$ cat config.mk
export PLATFORM = sky130hd
export DESIGN_NAME = memory_port
export DESIGN_NICKNAME = d
export VERILOG_FILES = /design/src/rtl/mem_port_pkg.sv /design/src/rtl/word_byte_lane.sv /design/src/rtl/memory_port.sv
export SDC_FILE = /design/constraint.sdc
export NUM_CORES = 1
export LEC_CHECK = 0
export ABC_AREA = 1
export ABC_CLOCK_PERIOD_IN_PS = 10500
export CAP_MARGIN = 20
export CORE_UTILIZATION = 55
export DETAILED_ROUTE_END_ITERATION = 7
export PLACE_DENSITY = 0.95
export SLEW_MARGIN = 20
export SYNTH_ARGS = -nofsm -noshare
export SYNTH_HDL_FRONTEND = slang
export SYNTH_HIERARCHICAL = 1
export SYNTH_SLANG_ARGS = --single-unit
$ cat constraint.sdc
create_clock -name clk -period 10.5 [get_ports clk]
set_input_delay 3.15 -clock clk [delete_from_list [all_inputs] [get_ports clk]]
set_output_delay 3.15 -clock clk [all_outputs]
set_load 0.02 [all_outputs]
$ cat src/rtl/mem_port_pkg.sv
// Shared types and constants for the multicycle memory front end.
package mem_port_pkg;

  // Access sequencer states.
  typedef enum logic [1:0] {
    IDLE = 2'd0,
    RD   = 2'd1,
    WR   = 2'd2,
    DONE = 2'd3
  } state_t;

  // Byte beats per 32-bit word over the 8-bit external bus.
  localparam int BEATS  = 4;
  localparam int LANE_W = 8;
  localparam int WORD_W = BEATS * LANE_W;

endpackage

$ cat src/rtl/word_byte_lane.sv
// Byte-lane helper: picks a byte out of a word for the write path and
// inserts an incoming byte into an assembly register for the read path.
module word_byte_lane #(
  parameter int BEATS  = 4,
  parameter int LANE_W = 8
) (
  input  logic                        clk,
  input  logic [BEATS*LANE_W-1:0]     word,
  input  logic [$clog2(BEATS)-1:0]    rd_idx,
  output logic [LANE_W-1:0]           rd_byte,
  input  logic                        ins_en,
  input  logic [$clog2(BEATS)-1:0]    ins_idx,
  input  logic [LANE_W-1:0]           ins_byte,
  output logic [BEATS*LANE_W-1:0]     asm_next
);

  logic [BEATS*LANE_W-1:0] asm_q;

  // Little-endian lane select: index 0 is bits [LANE_W-1:0].
  assign rd_byte = word[rd_idx*LANE_W +: LANE_W];

  // Assembly word with the current byte already merged, so the final beat
  // can be committed to MDR on the same edge that accepts it.
  always_comb begin
    asm_next = asm_q;
    asm_next[ins_idx*LANE_W +: LANE_W] = ins_byte;
  end

  // Assembly register holds bytes of an in-flight read; every byte is
  // rewritten before completion, so stale contents never escape.
  always_ff @(posedge clk) begin
    if (ins_en) asm_q <= asm_next;
  end

endmodule

$ cat src/rtl/memory_port.sv
// Multicycle memory front end: captures a one-cycle read/write request,
// performs it as byte beats on an 8-bit handshake bus, and holds MDR/IR.
module memory_port #(
  parameter int BEATS = 4
) (
  input  logic        clk,
  input  logic        rst,
  input  logic [31:0] pc_addr,
  input  logic [31:0] alu_addr,
  input  logic        IorD,
  input  logic        MemRead,
  input  logic        MemWrite,
  input  logic        IRWrite,
  input  logic [31:0] write_data,
  output logic [31:0] instruction,
  output logic [31:0] mdr,
  output logic        busy,
  output logic        done,
  output logic        req_err,
  output logic [31:0] ext_addr,
  output logic        ext_rd,
  output logic        ext_wr,
  output logic [7:0]  ext_wdata,
  input  logic [7:0]  ext_rdata,
  input  logic        ext_ack
);
  import mem_port_pkg::*;

  localparam int KW = $clog2(BEATS);

  state_t          state;
  logic [KW-1:0]   k;
  logic [KW-1:0]   k_nxt;
  logic [31:0]     base;
  logic [31:0]     wdata_q;
  logic            irw_q;
  logic [31:0]     req_base;
  logic            req_ok;
  logic [31:0]     lane_word;
  logic [KW-1:0]   lane_idx;
  logic [7:0]      lane_byte;
  logic [31:0]     asm_next;

  assign k_nxt    = k + KW'(1);
  assign req_base = (IorD ? alu_addr : pc_addr) & 32'hFFFF_FFFC;
  assign req_ok   = (state == IDLE) && (MemRead ^ MemWrite);

  // In IDLE the first byte comes straight from the request; afterwards the
  // next beat's byte is taken from the latched store data.
  assign lane_word = (state == IDLE) ? write_data : wdata_q;
  assign lane_idx  = (state == IDLE) ? '0 : k_nxt;

  word_byte_lane #(
    .BEATS  (BEATS),
    .LANE_W (LANE_W)
  ) u_lane (
    .clk      (clk),
    .word     (lane_word),
    .rd_idx   (lane_idx),
    .rd_byte  (lane_byte),
    .ins_en   ((state == RD) && ext_ack),
    .ins_idx  (k),
    .ins_byte (ext_rdata),
    .asm_next (asm_next)
  );

  // Request operands are held for the whole access; captured only on accept.
  always_ff @(posedge clk) begin
    if (req_ok) begin
      base    <= req_base;
      wdata_q <= write_data;
      irw_q   <= IRWrite;
    end
  end

  // Access sequencer with registered bus strobes, status pulses, MDR and IR.
  always_ff @(posedge clk or posedge rst) begin
    if (rst) begin
      state       <= IDLE;
      k           <= '0;
      ext_rd      <= 1'b0;
      ext_wr      <= 1'b0;
      busy        <= 1'b0;
      done        <= 1'b0;
      req_err     <= 1'b0;
      ext_addr    <= '0;
      ext_wdata   <= '0;
      instruction <= '0;
      mdr         <= '0;
    end else begin
      done    <= 1'b0;
      req_err <= 1'b0;
      case (state)
        IDLE: begin
          if (MemRead && MemWrite) begin
            req_err <= 1'b1;
          end else if (MemRead) begin
            state    <= RD;
            k        <= '0;
            ext_rd   <= 1'b1;
            busy     <= 1'b1;
            ext_addr <= req_base;
          end else if (MemWrite) begin
            state     <= WR;
            k         <= '0;
            ext_wr    <= 1'b1;
            busy      <= 1'b1;
            ext_addr  <= req_base;
            ext_wdata <= lane_byte;
          end
        end
        RD, WR: begin
          if (ext_ack) begin
            if (k == KW'(BEATS - 1)) begin
              state  <= DONE;
              ext_rd <= 1'b0;
              ext_wr <= 1'b0;
              busy   <= 1'b0;
              done   <= 1'b1;
              if (state == RD) begin
                mdr <= asm_next;
                if (irw_q) instruction <= asm_next;
              end
            end else begin
              k        <= k_nxt;
              ext_addr <= base + 32'(k_nxt);
              if (state == WR) ext_wdata <= lane_byte;
            end
          end
        end
        DONE: begin
          state <= IDLE;
        end
        default: begin
          state <= IDLE;
        end
      endcase
    end
  end

endmodule

==> impl_metrics.ini <==
[layout]
drive_gt1_share_pct = 5.30
diodes = 0
final_core_util_pct = 73.5
fin_nets = 1505
most-common-layout-cells = nand2_1 (549), clkdlybuf4s50_1 (215), inv_1 (128), dfrtp_1 (111), edfxtp_1 (95)
area_delta_synth_final_pct = 29.8
final_common_cell = nand2_1
final_cells = 1621

[sta]
holdWs_ns = 0.469
finalClockSkew_ns = 0.0140
fin_tns_setup_ns = 0
setup_viol = 0
period_minus_slack_ns = 5.09
slew_headroom_pct = 32.3
rsz0062_at_grt = false
worstMarginPinSlew_ns = 1.01
fin_crit_sh_pct = 48.5
finalHoldViolCount = 0
fmax_mhz = 197
layout_setup_ws_ns = 5.41
maxSlewViolCount = 0

[routing]
vias = 8487
final_antenna_net_count = 0
drt_pass1_iterations = 5
vias_per_cell = 5.24
drcViolationCount = 0
drt_iter0_markers = 564
postRouteWirelength_mm = 25.1
wire_per_inst_um = 15.5

[synth]
ys_seq_area_share_pct = 57.1
yosysTopAreaCellShare_pct = 28.9
synth.area.top_cells = edfxtp_1 (29%), dfrtp_1 (28%), nand2_1 (21%)
avgSynthCellArea_sq_um = 8.35
synth_area_sq_mm = 0.00986
yosysUniqueCellTypes = 27
syn_nets = 1303
synthCells = 1180
yosysWarnings = 6
synth_top_area_cell = edfxtp_1
synth_seq_cells = 206

[clock_network]
clkTransAtPathRegs_ns = 0.06
clkLatencyLatePin_ns = 0.48
cts_sinks = 206
cts.repair.resized = 0
postCtsSetupBuffers = 0
cts-root-buf = clkbuf_16
clockBufferDepth = 3
holdBufCountCts = 0
cts_buffers = 21
cts_htree_levels = 1
cts_tree = yes

[worst_setup_path]
path_buf_inv = 1
critical_path.max_stage_delay_ns = 0.74
worstPathArrival_ns = 1.94
crit_type = reg -> out
crit_path_max_fanout = 10
cp_cell_sequence = clkdlybuf4s50_1
required_ns = 7.35
cp_slowest_cell = clkdlybuf4s50_1
cp-start-kind = flop
end_kind = output port
critPathTopFamily = buffers and inverters

[placed_design]
globalplace.congestion = 0.931
dp.cells = 1584
dp_hpwl_mm = 17.3
dp_slack_ns = 5.25
portBuffers = 215

[global_route]
grt.total_usage_pct = 27.8
grt-ovfl-total = 0
grt_pass1_vias = 8426
grt_max_degree = 75
grt_antenna_before_repair = 0
grt_pass1_wl_mm = 40.4

[die]
dieArea_sq_mm = 0.0185
die_h_um = 136
initial_core_util_pct = 56.6
io_pins = 220
coreArea_sq_mm = 0.0174
rows = 48
dieWidth_um = 136

[power_and_ir_drop]
ir_drop_uv = 144
power_density_mw_per_mm2 = 285
leakagePower_nw = 6.28

[flow_run]
maxCapViolations = 0

[worst_hold_path]
hp-class = reg -> reg

[run_status]
status = finished clean
[power by group]
part           total [mW]  switching (mW)  internal (mW)
clock network       0.726           0.303          0.423
registers            1.24           0.127           1.11
logic                1.69            1.08          0.608
[metal layers]
metal | vias up | GRT usage [%] | wire [um]
met5 | - | 0 | 0
met4 | 0 | 8.27 | 618
met3 | 48 | 6.08 | 2320
met2 | 395 | 49.7 | 12800
met1 | 3991 | 33.5 | 9330
li1 | 4053 | - | -
[state kept, by name, summed over array words and instances (netlist names)]
signal / cells
base: 30
busy: 1
done: 1
ext_addr: 32
ext_rd: 1
ext_wdata: 8
ext_wr: 1
instruction: 32
irw_q: 1
mdr: 32
req_err: 1
state: 2
u_lane/asm_q: 32
wdata_q: 32
[cells by family (layout without fill, tap and decap cells)]
group | after synthesis | after routing | synth area share, %
adders and majority gates | 12 | 12 | 1.52
and+or+nand+nor | 721 | 721 | 30.6
DFF | 206 | 206 | 57.1
AOI/OAI and AO/OA | 55 | 55 | 2.79
buffers and inverters | 186 | 402 | 7.92
[layout make-up]
type	instances	area [sq um]
inverter	140	533
tap	225	282
clock buffer	25	551
timing repair buffer	225	2230
clock inverter	12	114
fill	1180	4620
sequential	206	5630
multi-input combinational	788	3450
[synth_stat cells]
master    count
nor2_1       25
buf_1         7
o21ai_1      10
buf_2        11
nor2_2       12
inv_2         7
clkbuf_1     15
ha_1         12
inv_1       130
nand2_4       2
edfxtp_1     95
and2_1       30
buf_6         4
or2_1         5
inv_4         2
buf_4         9
nor2_8        1
nand2_2       3
clkinv_1      1
o21ai_0      26
dfrtp_1     111
nand2_1     549
nor2_4        4
a21oi_1      19
nand3_1      79
or2_0         3
nand4_1       8
[metrics by stage]
step | cell area (sq um) | power (mW)
CTS | 12800 | 3.66
global placement | 12100 | 2.85
finish | 12800 | 3.65
floorplan | 9860 | 2.34
detailed placement | 12100 | 2.93
global route | 12800 | 3.90
[worst paths after layout]
check / startpoint / slack, ns / to / cells after the start
setup / recovery: ext_addr[0]$_DFFE_PP0P_ / 5.41 / ext_addr[0] / 1
hold / removal: ext_addr[6]$_DFFE_PP0P_ / 0.47 / ext_addr[6]$_DFFE_PP0P_ / 2
setup reg to reg: state[1]$_DFFE_PP0P_ / 7.68 / ext_wdata[0]$_DFFE_PP0P_ / 11
hold reg to reg: ext_addr[6]$_DFFE_PP0P_ / 0.47 / ext_addr[6]$_DFFE_PP0P_ / 2
max in group asynchronous: rst / 6.08 / mdr[29]$_DFFE_PP0P_ / 3
min in group asynchronous: rst / 3.04 / ext_addr[21]$_DFFE_PP0P_ / 2
Power figures use the tool's default switching activity.
